$ cat src/rtl/regfile_write_scheduler.sv
// regfile_write_scheduler
// Shares the register file's single write port between the ALU and memory
// writeback requesters. A round-robin arbiter feeds a one-deep registered
// write stage. A 32-entry busy scoreboard tells decode which registers still
// have writes in flight. XZR (ZR_ADDR) is never written and is never busy.
module regfile_write_scheduler #(
   parameter int WORD    = 64,
   parameter int ZR_ADDR = 31
) (
   input  logic            clk,
   input  logic            reset,

   input  logic            req0_valid,
   input  logic [4:0]      req0_addr,
   input  logic [WORD-1:0] req0_data,
   output logic            req0_ready,

   input  logic            req1_valid,
   input  logic [4:0]      req1_addr,
   input  logic [WORD-1:0] req1_data,
   output logic            req1_ready,

   output logic [4:0]      rf_write_register,
   output logic [WORD-1:0] rf_write_data,
   output logic            rf_reg_write,

   input  logic            mark_valid,
   input  logic [4:0]      mark_addr,
   input  logic [4:0]      query_a_addr,
   input  logic [4:0]      query_b_addr,
   output logic            busy_a,
   output logic            busy_b
);

   typedef enum logic {
      WRITE_IDLE  = 1'b0,
      WRITE_ISSUE = 1'b1
   } write_state_t;

   localparam logic [4:0] ZR = 5'(ZR_ADDR);

   // Arbiter pointer: index of the requester granted most recently
   logic            last_q, last_d;

   // Write stage
   write_state_t    state_q, state_d;
   logic [4:0]      wr_addr_q, wr_addr_d;
   logic [WORD-1:0] wr_data_q, wr_data_d;

   // Pending-write scoreboard
   logic [31:0]     busy_q, busy_d;

   logic            grant0, grant1;
   logic            xfer0, xfer1;
   logic [4:0]      sel_addr;
   logic [WORD-1:0] sel_data;
   logic            sel_write;

   // Round-robin grant: a lone requester always wins, contention goes to the one not served last
   always_comb begin
      grant0 = 1'b0;
      grant1 = 1'b0;
      if (req0_valid && req1_valid) begin
         grant0 = last_q;
         grant1 = !last_q;
      end else begin
         grant0 = req0_valid;
         grant1 = req1_valid;
      end
   end

   assign req0_ready = grant0;
   assign req1_ready = grant1;

   // Handshake completion and pointer update; pointer holds when nothing transfers
   always_comb begin
      xfer0  = req0_valid && grant0;
      xfer1  = req1_valid && grant1;
      last_d = last_q;
      if (xfer0) begin
         last_d = 1'b0;
      end else if (xfer1) begin
         last_d = 1'b1;
      end
   end

   // Write-stage next state: issue a pulse for every accepted non-XZR transfer
   always_comb begin
      sel_addr  = req0_addr;
      sel_data  = req0_data;
      if (xfer1) begin
         sel_addr = req1_addr;
         sel_data = req1_data;
      end
      sel_write = (xfer0 || xfer1) && (sel_addr != ZR);

      state_d   = WRITE_IDLE;
      wr_addr_d = wr_addr_q;
      wr_data_d = wr_data_q;
      case (state_q)
         WRITE_IDLE,
         WRITE_ISSUE: begin
            // The stage is one deep and drains every cycle, so both states
            // accept a new write; a new transfer keeps it in ISSUE back to back.
            if (sel_write) begin
               state_d   = WRITE_ISSUE;
               wr_addr_d = sel_addr;
               wr_data_d = sel_data;
            end
         end
         default: state_d = WRITE_IDLE;
      endcase
   end

   // Scoreboard update: retire the write landing this edge, then apply a new mark (newer producer wins)
   always_comb begin
      busy_d = busy_q;
      if (state_q == WRITE_ISSUE) begin
         busy_d[wr_addr_q] = 1'b0;
      end
      if (mark_valid && (mark_addr != ZR)) begin
         busy_d[mark_addr] = 1'b1;
      end
      busy_d[ZR] = 1'b0;
   end

   // State registers; reset flushes the write stage and drops all pending reservations
   always_ff @(posedge clk) begin
      if (reset) begin
         last_q    <= 1'b1;
         state_q   <= WRITE_IDLE;
         wr_addr_q <= '0;
         wr_data_q <= '0;
         busy_q    <= '0;
      end else begin
         last_q    <= last_d;
         state_q   <= state_d;
         wr_addr_q <= wr_addr_d;
         wr_data_q <= wr_data_d;
         busy_q    <= busy_d;
      end
   end

   assign rf_reg_write      = (state_q == WRITE_ISSUE);
   assign rf_write_register = wr_addr_q;
   assign rf_write_data     = wr_data_q;

   assign busy_a = busy_q[query_a_addr];
   assign busy_b = busy_q[query_b_addr];

endmodule

$ cat config.mk
export PLATFORM = sky130hd
export DESIGN_NAME = regfile_write_scheduler
export DESIGN_NICKNAME = d
export VERILOG_FILES = /design/src/rtl/regfile_write_scheduler.sv
export SDC_FILE = /design/constraint.sdc
export NUM_CORES = 1
export LEC_CHECK = 0
export ABC_CLOCK_PERIOD_IN_PS = 2000
export BUFFER_PORTS_ARGS = -buffer_cell sky130_fd_sc_hd__buf_2
export CAP_MARGIN = 20
export CORE_AREA = 3 3 148 92
export CTS_CLUSTER_DIAMETER = 100
export CTS_CLUSTER_SIZE = 8
export DETAILED_ROUTE_END_ITERATION = 8
export DIE_AREA = 0 0 151 95
export PLACE_DENSITY = 0.85
export SYNTH_ARGS = -nofsm -noshare
export SYNTH_HDL_FRONTEND = slang
export SYNTH_SLANG_ARGS = --single-unit
$ cat constraint.sdc
create_clock -name clk -period 2 [get_ports clk]
set_input_delay 0.2 -clock clk [delete_from_list [all_inputs] [get_ports clk]]
set_output_delay 0.2 -clock clk [all_outputs]
set_load 0.01 [all_outputs]
==> results of run 1 <==
## flip-flops by register name, summed over array words and instances, names as in the netlist
name	flops
last_q	1
busy_q	31
rf_write_data	64
rf_write_register	5
rf_reg_write	1
## how the worst max path moves through the flow
stage          startpoint                 to  cells after the start
6_report        busy_q[8]             busy_a                      5
3_5_place_dp   req1_valid  rf_write_data[32]                      7
5_1_grt        busy_q[11]             busy_a                      5
3_3_place_gp   req0_valid  rf_write_data[32]                      7
2_1_floorplan      last_q   rf_write_data[0]                      8
4_1_cts        busy_q[11]             busy_a                      5
## per-layer routing
layer,wire [um],global-route usage [%],up-vias
met1,7720,32.2,2588
li1,-,-,2763
met3,1310,5.08,19
met5,0,0,-
met2,7840,37.7,284
met4,227,5.13,0
## report_power, final
part | switching [mW] | internal (mW)
clock network | 0.816 | 0.986
logic | 0.551 | 0.549
registers | 0.0763 | 2.16
total | 1.44 | 3.69
## critical path, cell delays in order (launching register included)
cell      delay [ps]
dfxtp_2          340
mux4_2           460
mux2_2           280
nand3b_1          80
nand4_1          100
buf_2            160
## metrics by stage
stage	total power, mW	utilization (%)	std cells	worst slack [ps]	setup TNS [ps]
after floorplan	2.94	-	692	277	0
after global placement	3.36	58.3	1051	181	0
after global routing	5.38	60.9	1067	-12.2	-12.2
after detailed placement	3.38	58.3	1051	155	0
final	5.14	60.9	1067	39.7	0
after CTS	5.18	60.8	1067	28.1	0
## repair_timing
action                                  4_1_cts  5_1_grt
hold endpoints to repair                      0        0
hold buffers                                  0        0
gates resized for setup                       1        5
endpoints found under the setup margin        1        1
## layout by cell type (no fill, tap or decap), types with 7 or more instances in the layout
| cell type | Yosys | final |
|---|---|---|
| nor2b_1 | 68 | 68 |
| nor2_1 | 11 | 11 |
| a21oi_1 | 95 | 95 |
| mux2_4 | 59 | 59 |
| mux2i_1 | 18 | 18 |
| nand3_1 | 8 | 8 |
| buf_2 | 0 | 230 |
| nand3b_1 | 7 | 7 |
| mux2_2 | 7 | 7 |
| nand2_1 | 179 | 179 |
| clkbuf_16 | 0 | 9 |
| dfxtp_1 | 102 | 97 |
| buf_4 | 0 | 8 |
| o21ai_0 | 32 | 32 |
## Yosys cell counts (2+ instances only)
cell type,count
nor3_1,2
a22oi_1,4
nor3b_1,4
nor2_1,11
o2111ai_1,2
mux2_2,7
or3b_2,2
mux4_2,6
nand4_1,4
o221ai_1,2
buf_1,4
o21a_1,5
inv_1,3
a311oi_1,2
clkbuf_1,39
nand3b_1,7
o21ai_0,32
nand2_1,179
dfxtp_1,102
nor2b_1,68
a211oi_1,2
and3b_1,2
a21oi_1,95
and3_1,2
nand3_1,8
mux2i_1,18
buf_6,8
mux2_4,59
a31oi_1,5
## final cells by class
cell class              instances  area (sq um)
fillers                      1110          4770
clock inverters                 7          81.3
inverters                       4          17.5
clock buffers                   9           225
flip-flops and latches        102          2050
well taps                     165           206
repair buffers                245          1340
multi-input cells             535          3490
## cells by family (layout without fill, tap and decap cells)
family,Yosys count,count (layout)
simple gates,292,292
compound gates,153,153
flops,102,102
mux,90,90
buf+inv,55,265
==> metrics, run 1 <==
EDFF count, synth 0; Post-Synth XOR/XNOR Area 0%; Hold Path Stages 3; Reg-to-Reg Start last_q; row cnt 31; area leader, netlist dfxtp_1; root buf cell clkbuf_16; I/O pin count 232; drt total wl 17.1 mm; CTS tree done; Crit. End Element output port; vias after detailed routing 5654; TritonCTS Buffers 9; worst r2r dst rf_write_data[27]; WL/cell 16.0 um; initial antenna violation count 0; Synth Flop Type dfxtp_1; largest family of logic cells by synthesized area simple AND/OR/NAND/NOR gates; DP HPWL 12.7 mm; fmax 510 MHz; synthesized netlist cell count 692; Critical Path Fanout Max 3; DRC 0; total grt overflow 0; MaxCap Viol Count 0; clock period minus worst slack 1960 ps; status finished clean; chip height 95 um; post-synth top area share 35.3%; H-tree depth 3; Worst-Margin Slew 704 ps; mux cell area share after synthesis 22.1%; WS Path Type flip-flop to output port; Seq/Total Area, Yosys 35.3%; Adder-Cell Fraction of Synth Area 0%; Synth Area per Inst 8.37 sq um; fin area 7410 sq um; relative max-transition margin 52.9%; vias in the first global route 5161; clk sinks 102; Fin. Hold Viols 0; layout cell share with drive strength beyond 1 38.1%; worst-skew pair later-pin latency 350 ps; final number of setup-violating endpoints 0; # port buffers 231; GPL Wtd Cong 0.847; async set or reset register ratio after synthesis 0%; first-pass GRT wire length 26.4 mm; area grow syn2layout 28.0%; synth top area cells dfxtp_1 35%, mux2_4 15%, nand2_1 12%; Total GRT Usage 23.4%; Leak 3.46 nW; P per Cell Area 693 nW/um^2; Die Wd 151 um; period utilization 98.0%; Hold WC Path Type primary input to flip-flop; vias per cell 5.30; CTS clk-pin slew, worst paths 70 ps; maximum VDD drop 0.418 mV; Reg2Reg Setup Slack 170 ps; ANT cells 0; Worst Min Path Start req1_valid; DR iter-0 viols 368; R2R depth 5; CTS Buffer Depth 2; Hold WS 147 ps; largest net degree at the start of global routing 71; die area 14300 sq um; core area 12200 sq um; Yosys cell types 37; Synth Register Bits 102; Initial Util 47.6%; crit start category flip-flop; layout net count 1055; Hold EP last_q; Worst Skew 12.5 ps; CP Data Arrival Time 1760 ps; max-slew violations 0; worst endpoint required time 1800 ps; post-synthesis compound-gate area fraction 14.5%; Synth Net Count 850; post-synthesis simple-gate area fraction 23.5%; synth warn 0; Mapped Area 5790 sq um; antenna-violating nets left 0; Placed Instance Area 7100 sq um; Post-CTS Setup Bufs 0; first-pass detailed-route iteration total 5; RSZ-0062 raised after global routing true
Note: power is estimated with default switching activity, not from simulation.
==> run 2, diff against run 1 <==
- ABC_AREA: unset -> 1
- CAP_MARGIN: 20 -> unset
- CORE_AREA: 3 3 148 92 -> 3 3 149 93
- DIE_AREA: 0 0 151 95 -> 0 0 152 96
- REMOVE_ABC_BUFFERS: unset -> 1
==> run 2 against run 1 <==
Combinational power increased by 7%. Clock-buffer cell count unchanged. Clock skew down 5.2 ps. Hold slack got worse by 8.1 ps. Register-to-register slack better by 50 ps. First-iteration DRC count rose by 46%. Die area rose by 1.7%. Largest cell class unchanged. Largest power group unchanged.
==> metrics, run 2 <==
final number of setup-violating endpoints 0 (unchanged); internal power 3.74 mW (+1.3%); Synth Register Bits 102 (unchanged); synthesized netlist cell count 990 (+43%); worst endpoint required time 1800 ps (about the same); Hold WS 139 ps (-8.06 ps); fmax 550 MHz (+7.7%); async set or reset register ratio after synthesis 0% (unchanged); GPL Wtd Cong 0.923 (+9.0%); vias after detailed routing 6739 (+19%); most frequent cells in the layout 377 x nand2_1, 231 x buf_2, 139 x nor2_1; Synth Flop Type dfxtp_1; max-slew violations 0 (unchanged); maximum VDD drop 0.476 mV (+14%); layout cell share with drive strength beyond 1 24.8% (-13 points); Initial Util 46.6% (-0.98 points); initial antenna violation count 2 (+2); DRC 0 (unchanged); Total GRT Usage 23.9% (+0.48 points); fin area 7480 sq um (+0.95%); Hold WC Path Type primary input to flip-flop; most common cell in the netlist nand2_1; antenna-violating nets left 0 (unchanged); sequential share of power 42.9% (-0.6 points); row cnt 32 (+3.2%); Clock Power Share 34.7% (-0.4 points); Fin. Hold Viols 0 (unchanged); vias in the first global route 5920 (+15%); total grt overflow 0 (unchanged); Largest register FFs 64 (unchanged); Critical Path Fanout Max 58 (+55); I/O pin count 232 (unchanged); WL/cell 12.9 um (-20%); clock period minus worst slack 1820 ps (-141 ps); core area 12700 sq um (+3.9%); most common cell after layout, fill and taps aside nand2_1; synth top area cells dfxtp_1 35%, nand2_1 24%, nand3_1 9.1%; Crit. End Element output port; area leader, netlist dfxtp_1; Mapped Area 5890 sq um (+1.7%); first-pass GRT wire length 28.8 mm (+8.9%); clk sinks 102 (unchanged); Net Sw Frac 28.9% (+0.81 points); WS Path Type flip-flop to output port; period utilization 91.0% (-7.0 points); CP Data Arrival Time 1620 ps (-140 ps); H-tree depth 3 (unchanged); vias per cell 4.90 (-7.6%); fillers 1258 (+13%); TritonCTS Buffers 9 (unchanged); Placed Instance Area 7130 sq um (+0.53%); chip height 96 um (+1.1%); CTS clk-pin slew, worst paths 70 ps (about the same); status finished clean; drt total wl 17.7 mm (+3.5%); DR iter-0 viols 538 (+46%); crit start category flip-flop; area grow syn2layout 27.0%; utilization after layout 59.1% (-1.7 points); NetSw 1.52 mW (+5.4%); root buf cell clkbuf_16; Yosys cell types 21 (-43%); P per Cell Area 703 nW/um^2 (+1.5%); synth warn 0 (unchanged); RSZ-0062 raised after global routing false; Setup WS post-layout 181 ps (+141 ps); CTS Hold Buffers Added 0 (unchanged); post-synth top area share 34.6% (-0.61 points); DP HPWL 13.6 mm (+7.0%); MaxCap Viol Count 0 (unchanged); Worst Skew 7.29 ps (-5.20 ps); worst-skew pair later-pin latency 340 ps (about the same); Synth Area per Inst 5.95 sq um (-29%); largest net degree at the start of global routing 59 (-17%); layout net count 1359 (+29%); Die Wd 152 um (+0.66%); Power Total 5.26 mW (+2.4%); Worst-Margin Slew 652 ps (-52.1 ps); combinational fraction of design power 22.4% (+1.0 points); EDFF count, synth 0 (unchanged); Post-Place Worst Slack 113 ps (-42.4 ps); # port buffers 231 (unchanged); Synth top cells by count 378 x nand2_1, 139 x nor2_1, 107 x nand3_1, 102 x dfxtp_1, 90 x inv_1; first-pass detailed-route iteration total 5 (unchanged); Seq/Total Area, Yosys 34.6% (-0.61 points); Leak 4.28 nW (+24%); CTS tree done; CTS Buffer Depth 2 (unchanged); relative max-transition margin 56.4% (+3.5 points); die area 14600 sq um (+1.7%)
-- run 2: cell types whose count changed after synthesis, sizes merged, moves of 7 or more --
cell	before	now
nand2	179	384
a21oi	95	35
nor3	2	10
mux2	66	0
inv	4	92
nand3	8	127
nor2b	68	0
mux2i	18	0
buf	12	32
nand3b	7	0
o211ai	0	7
nor2	11	140
clkbuf	39	21
-- run 2: worst max-delay path, cell delays in order (launching register included) --
cell	delay, ps
dfxtp_1	320
nand2_2	100
nand2_2	170
inv_2	130
buf_6	330
buf_2	210
-- run 2: timing repair --
action,4_1_cts,5_1_grt
setup buffers,0,4
resized for setup,0,1
setup endpoints to repair,0,50
-- run 2: per-layer routing --
metal | vias up | part of all wire (%) | global-route usage [%]
met3 | 26 | 9.9 | 7.91
met4 | 0 | 1.3 | 4.79
met2 | 274 | 45 | 39.2
li1 | 3488 | - | -
met1 | 2951 | 44 | 31.1
met5 | - | 0 | 0
-- run 2: power by group through the flow --
stage	clock [mW]	sequential, mW	combinational (mW)
finish	1.83	2.25	1.18
CTS	1.87	2.25	1.18
detailed placement	0	2.30	1.17
global placement	0	2.30	1.15
global route	1.95	2.27	1.34
floorplan	0	2.35	0.605
-- run 2: kinds of logic after synthesis --
kind of cell / Yosys count / synth area share (%)
flops: 102 / 34.6
simple gates: 661 / 47.0
compound gates: 80 / 7.13
buf+inv: 147 / 11.2
-- run 2: worst paths after layout --
path | startpoint | end | slack, ps | cells past startpoint
worst min register to register | rf_write_data[7] | rf_write_data[7] | 470 | 2
worst min-delay path | mark_valid | busy_q[29] | 140 | 3
worst max-delay path | last_q | req1_ready | 180 | 5
worst max register to register | last_q | rf_write_data[57] | 220 | 11
-- run 2: metrics by stage --
stage / setup TNS, ps / cells
4_1_cts: 0 / 1370
6_report: 0 / 1376
3_3_place_gp: 0 / 1356
3_5_place_dp: 0 / 1356
5_1_grt: 0 / 1376
2_1_floorplan: -125270 / 937
-- run 2: cell type report --
| class | instances | area [sq um] | share of cell area, % |
|---|---|---|---|
| Tap cell | 170 | 213 | 2.84 |
| Inverter | 94 | 353 | 4.71 |
| Antenna cell | 2 | 5.00 | 0.0669 |
| Clock buffer | 9 | 225 | 3.01 |
| Clock inverter | 5 | 85.1 | 1.14 |
| Sequential cell | 102 | 2040 | 27.3 |
| Multi-Input combinational cell | 741 | 3200 | 42.7 |
| Timing Repair Buffer | 253 | 1360 | 18.2 |
==> run 3, diff against run 2 <==
==> constraint.sdc (replaced) <==
create_clock -name clk -period 2 [get_ports clk]
set_input_delay 0.4 -clock clk [delete_from_list [all_inputs] [get_ports clk]]
set_output_delay 0.4 -clock clk [all_outputs]
set_load 0.01 [all_outputs]
==> run 3 against run 2 <==
Clock-buffer cell count rose by 1. Critical path depth did not move. Sequential cell count did not move. Wire length rose by 3.6%. Hold slack improved by 210 ps. Critical endpoint unchanged. Highest routed layer unchanged.
==> metrics, run 3 (synthesis results as in run 2) <==
sequential share of power 41.7% (-1.2 points); most common cell after layout, fill and taps aside nand2_1; combinational fraction of design power 22.6% (+0.2 points); Crit. End Element output port; most frequent cells in the layout 377 x nand2_1, 231 x buf_2, 139 x nor2_1; CTS tree done; vias per cell 4.96 (+1.3%); final std cells w/o fill 1376 (unchanged); maximum VDD drop 0.513 mV (+7.6%); largest net degree at the start of global routing 66 (+12%); Fin. Hold Viols 0 (unchanged); Leak 4.32 nW (+1.0%); Die Wd 152 um (unchanged); Clock Power Share 35.7% (+1.0 points); DP HPWL 13.6 mm (+0.12%); met2 WL post-DR 8.35 mm (+4.2%); H-tree depth 3 (unchanged); clock period minus worst slack 1860 ps (+41.8 ps); max-slew violations 0 (unchanged); Placed Instance Area 7230 sq um (+1.4%); Worst-Margin Slew 625 ps (-26.8 ps); Post-CTS Resized 0 (unchanged); CP Data Arrival Time 1460 ps (-160 ps); DR top layer met4; worst-skew pair later-pin latency 340 ps (about the same); vias after detailed routing 6826 (+1.3%); Total GRT Usage 24.2% (+0.33 points); Power Total 5.40 mW (+2.6%); CTS clk-pin slew, worst paths 70 ps (about the same); die area 14600 sq um (unchanged); utilization after layout 60.0% (+0.81 points); DRC 0 (unchanged); I/O pin count 232 (unchanged); core area 12700 sq um (unchanged); area grow syn2layout 28.7%; Hold WS 350 ps (+211 ps); first-pass GRT wire length 29.2 mm (+1.4%); Net Sw Frac 28.2% (-0.71 points); ANT cells 0 (-2); final number of setup-violating endpoints 0 (unchanged); row cnt 32 (unchanged); WS Path Type flip-flop to output port; Reg area 2040 sq um (unchanged); # port buffers 231 (unchanged); layout cell share with drive strength beyond 1 24.9% (+0.042 points); crit start category flip-flop; P per Cell Area 712 nW/um^2 (+1.2%); internal power 3.88 mW (+3.7%); WL/cell 13.3 um (+3.6%); fillers 1254 (-0.32%); first-pass detailed-route iteration total 4 (-1); CTS Buffer Depth 2 (unchanged); layout net count 1361 (+0.15%); worst endpoint required time 1600 ps (-200 ps); relative max-transition margin 58.0% (+1.6 points); Critical Path Fanout Max 33 (-43%); total grt overflow 0 (unchanged); status finished clean; root buf cell clkbuf_16; chip height 96 um (unchanged); DR iter-0 viols 523 (-2.8%); period utilization 93.1% (+2.1 points); MaxCap Viol Count 0 (unchanged); Largest register FFs 64 (unchanged); fin area 7590 sq um (+1.4%); fmax 537 MHz (-2.2%); Hold WC Path Type primary input to flip-flop; antenna-violating nets left 0 (unchanged); Metal-1 WL 8.03 mm (+4.2%); met3 wire length 1.67 mm (-4.8%); NetSw 1.52 mW (+0.11%); clk sinks 102 (unchanged); Initial Util 46.6% (unchanged); RSZ-0062 raised after global routing false; initial antenna violation count 0 (-2); Cells after DPL 1361 (+0.37%); vias in the first global route 6072 (+2.6%); GPL Wtd Cong 1.01 (+9.6%); TritonCTS Buffers 9 (unchanged); Multi-input gate area 3200 sq um (unchanged); Worst Skew 10.7 ps (+3.42 ps); CTS Hold Buffers Added 0 (unchanged); Post-CTS Setup Bufs 0 (unchanged); drt total wl 18.3 mm (+3.6%)
run 3: path summary, 6_finish.rpt:
check	start	end	slack, ps	cells after the start
worst max-delay path	last_q	req1_ready	140	5
worst min-delay path	mark_valid	busy_q[28]	350	3
worst min register to register	rf_write_data[62]	rf_write_data[62]	470	2
worst max register to register	last_q	rf_write_data[33]	310	11
run 3: layout make-up:
class                           instances  area share [%]
Clock buffer                           10            3.02
Timing Repair Buffer                  255            19.2
Clock inverter                          4            1.29
Tap cell                              170            2.80
Sequential cell                       102            26.9
Multi-Input combinational cell        741            42.2
Inverter                               94            4.65
run 3: routing by layer:
| metal | vias to the layer above | track usage [%] |
|---|---|---|
| li1 | 3493 | - |
| met1 | 3017 | 30.9 |
| met2 | 291 | 40.8 |
| met3 | 25 | 7.19 |
| met4 | 0 | 5.68 |
| met5 | - | 0 |
run 3: worst max-delay path: stages (launching register included):
cell and delay, ps:
dfxtp_1 320, nand2_2 90, nand2_2 150, inv_2 170, buf_12 210, buf_2 160
run 3: through the flow:
step / worst slack, ps / TNS (ps)
floorplan: -1910 / -130530
global placement: 215 / 0
detailed placement: 159 / 0
CTS: 75.8 / 0
global route: 42.1 / 0
finish: 139 / 0
run 3: power groups by stage:
stage                     Sequential (mW)  Clock (mW)  Combinational, mW
after floorplan                      2.35           0              0.605
after global placement               2.29           0               1.18
after detailed placement             2.30           0               1.20
after CTS                            2.25        1.96               1.21
after global routing                 2.27        2.05               1.38
final                                2.25        1.93               1.22
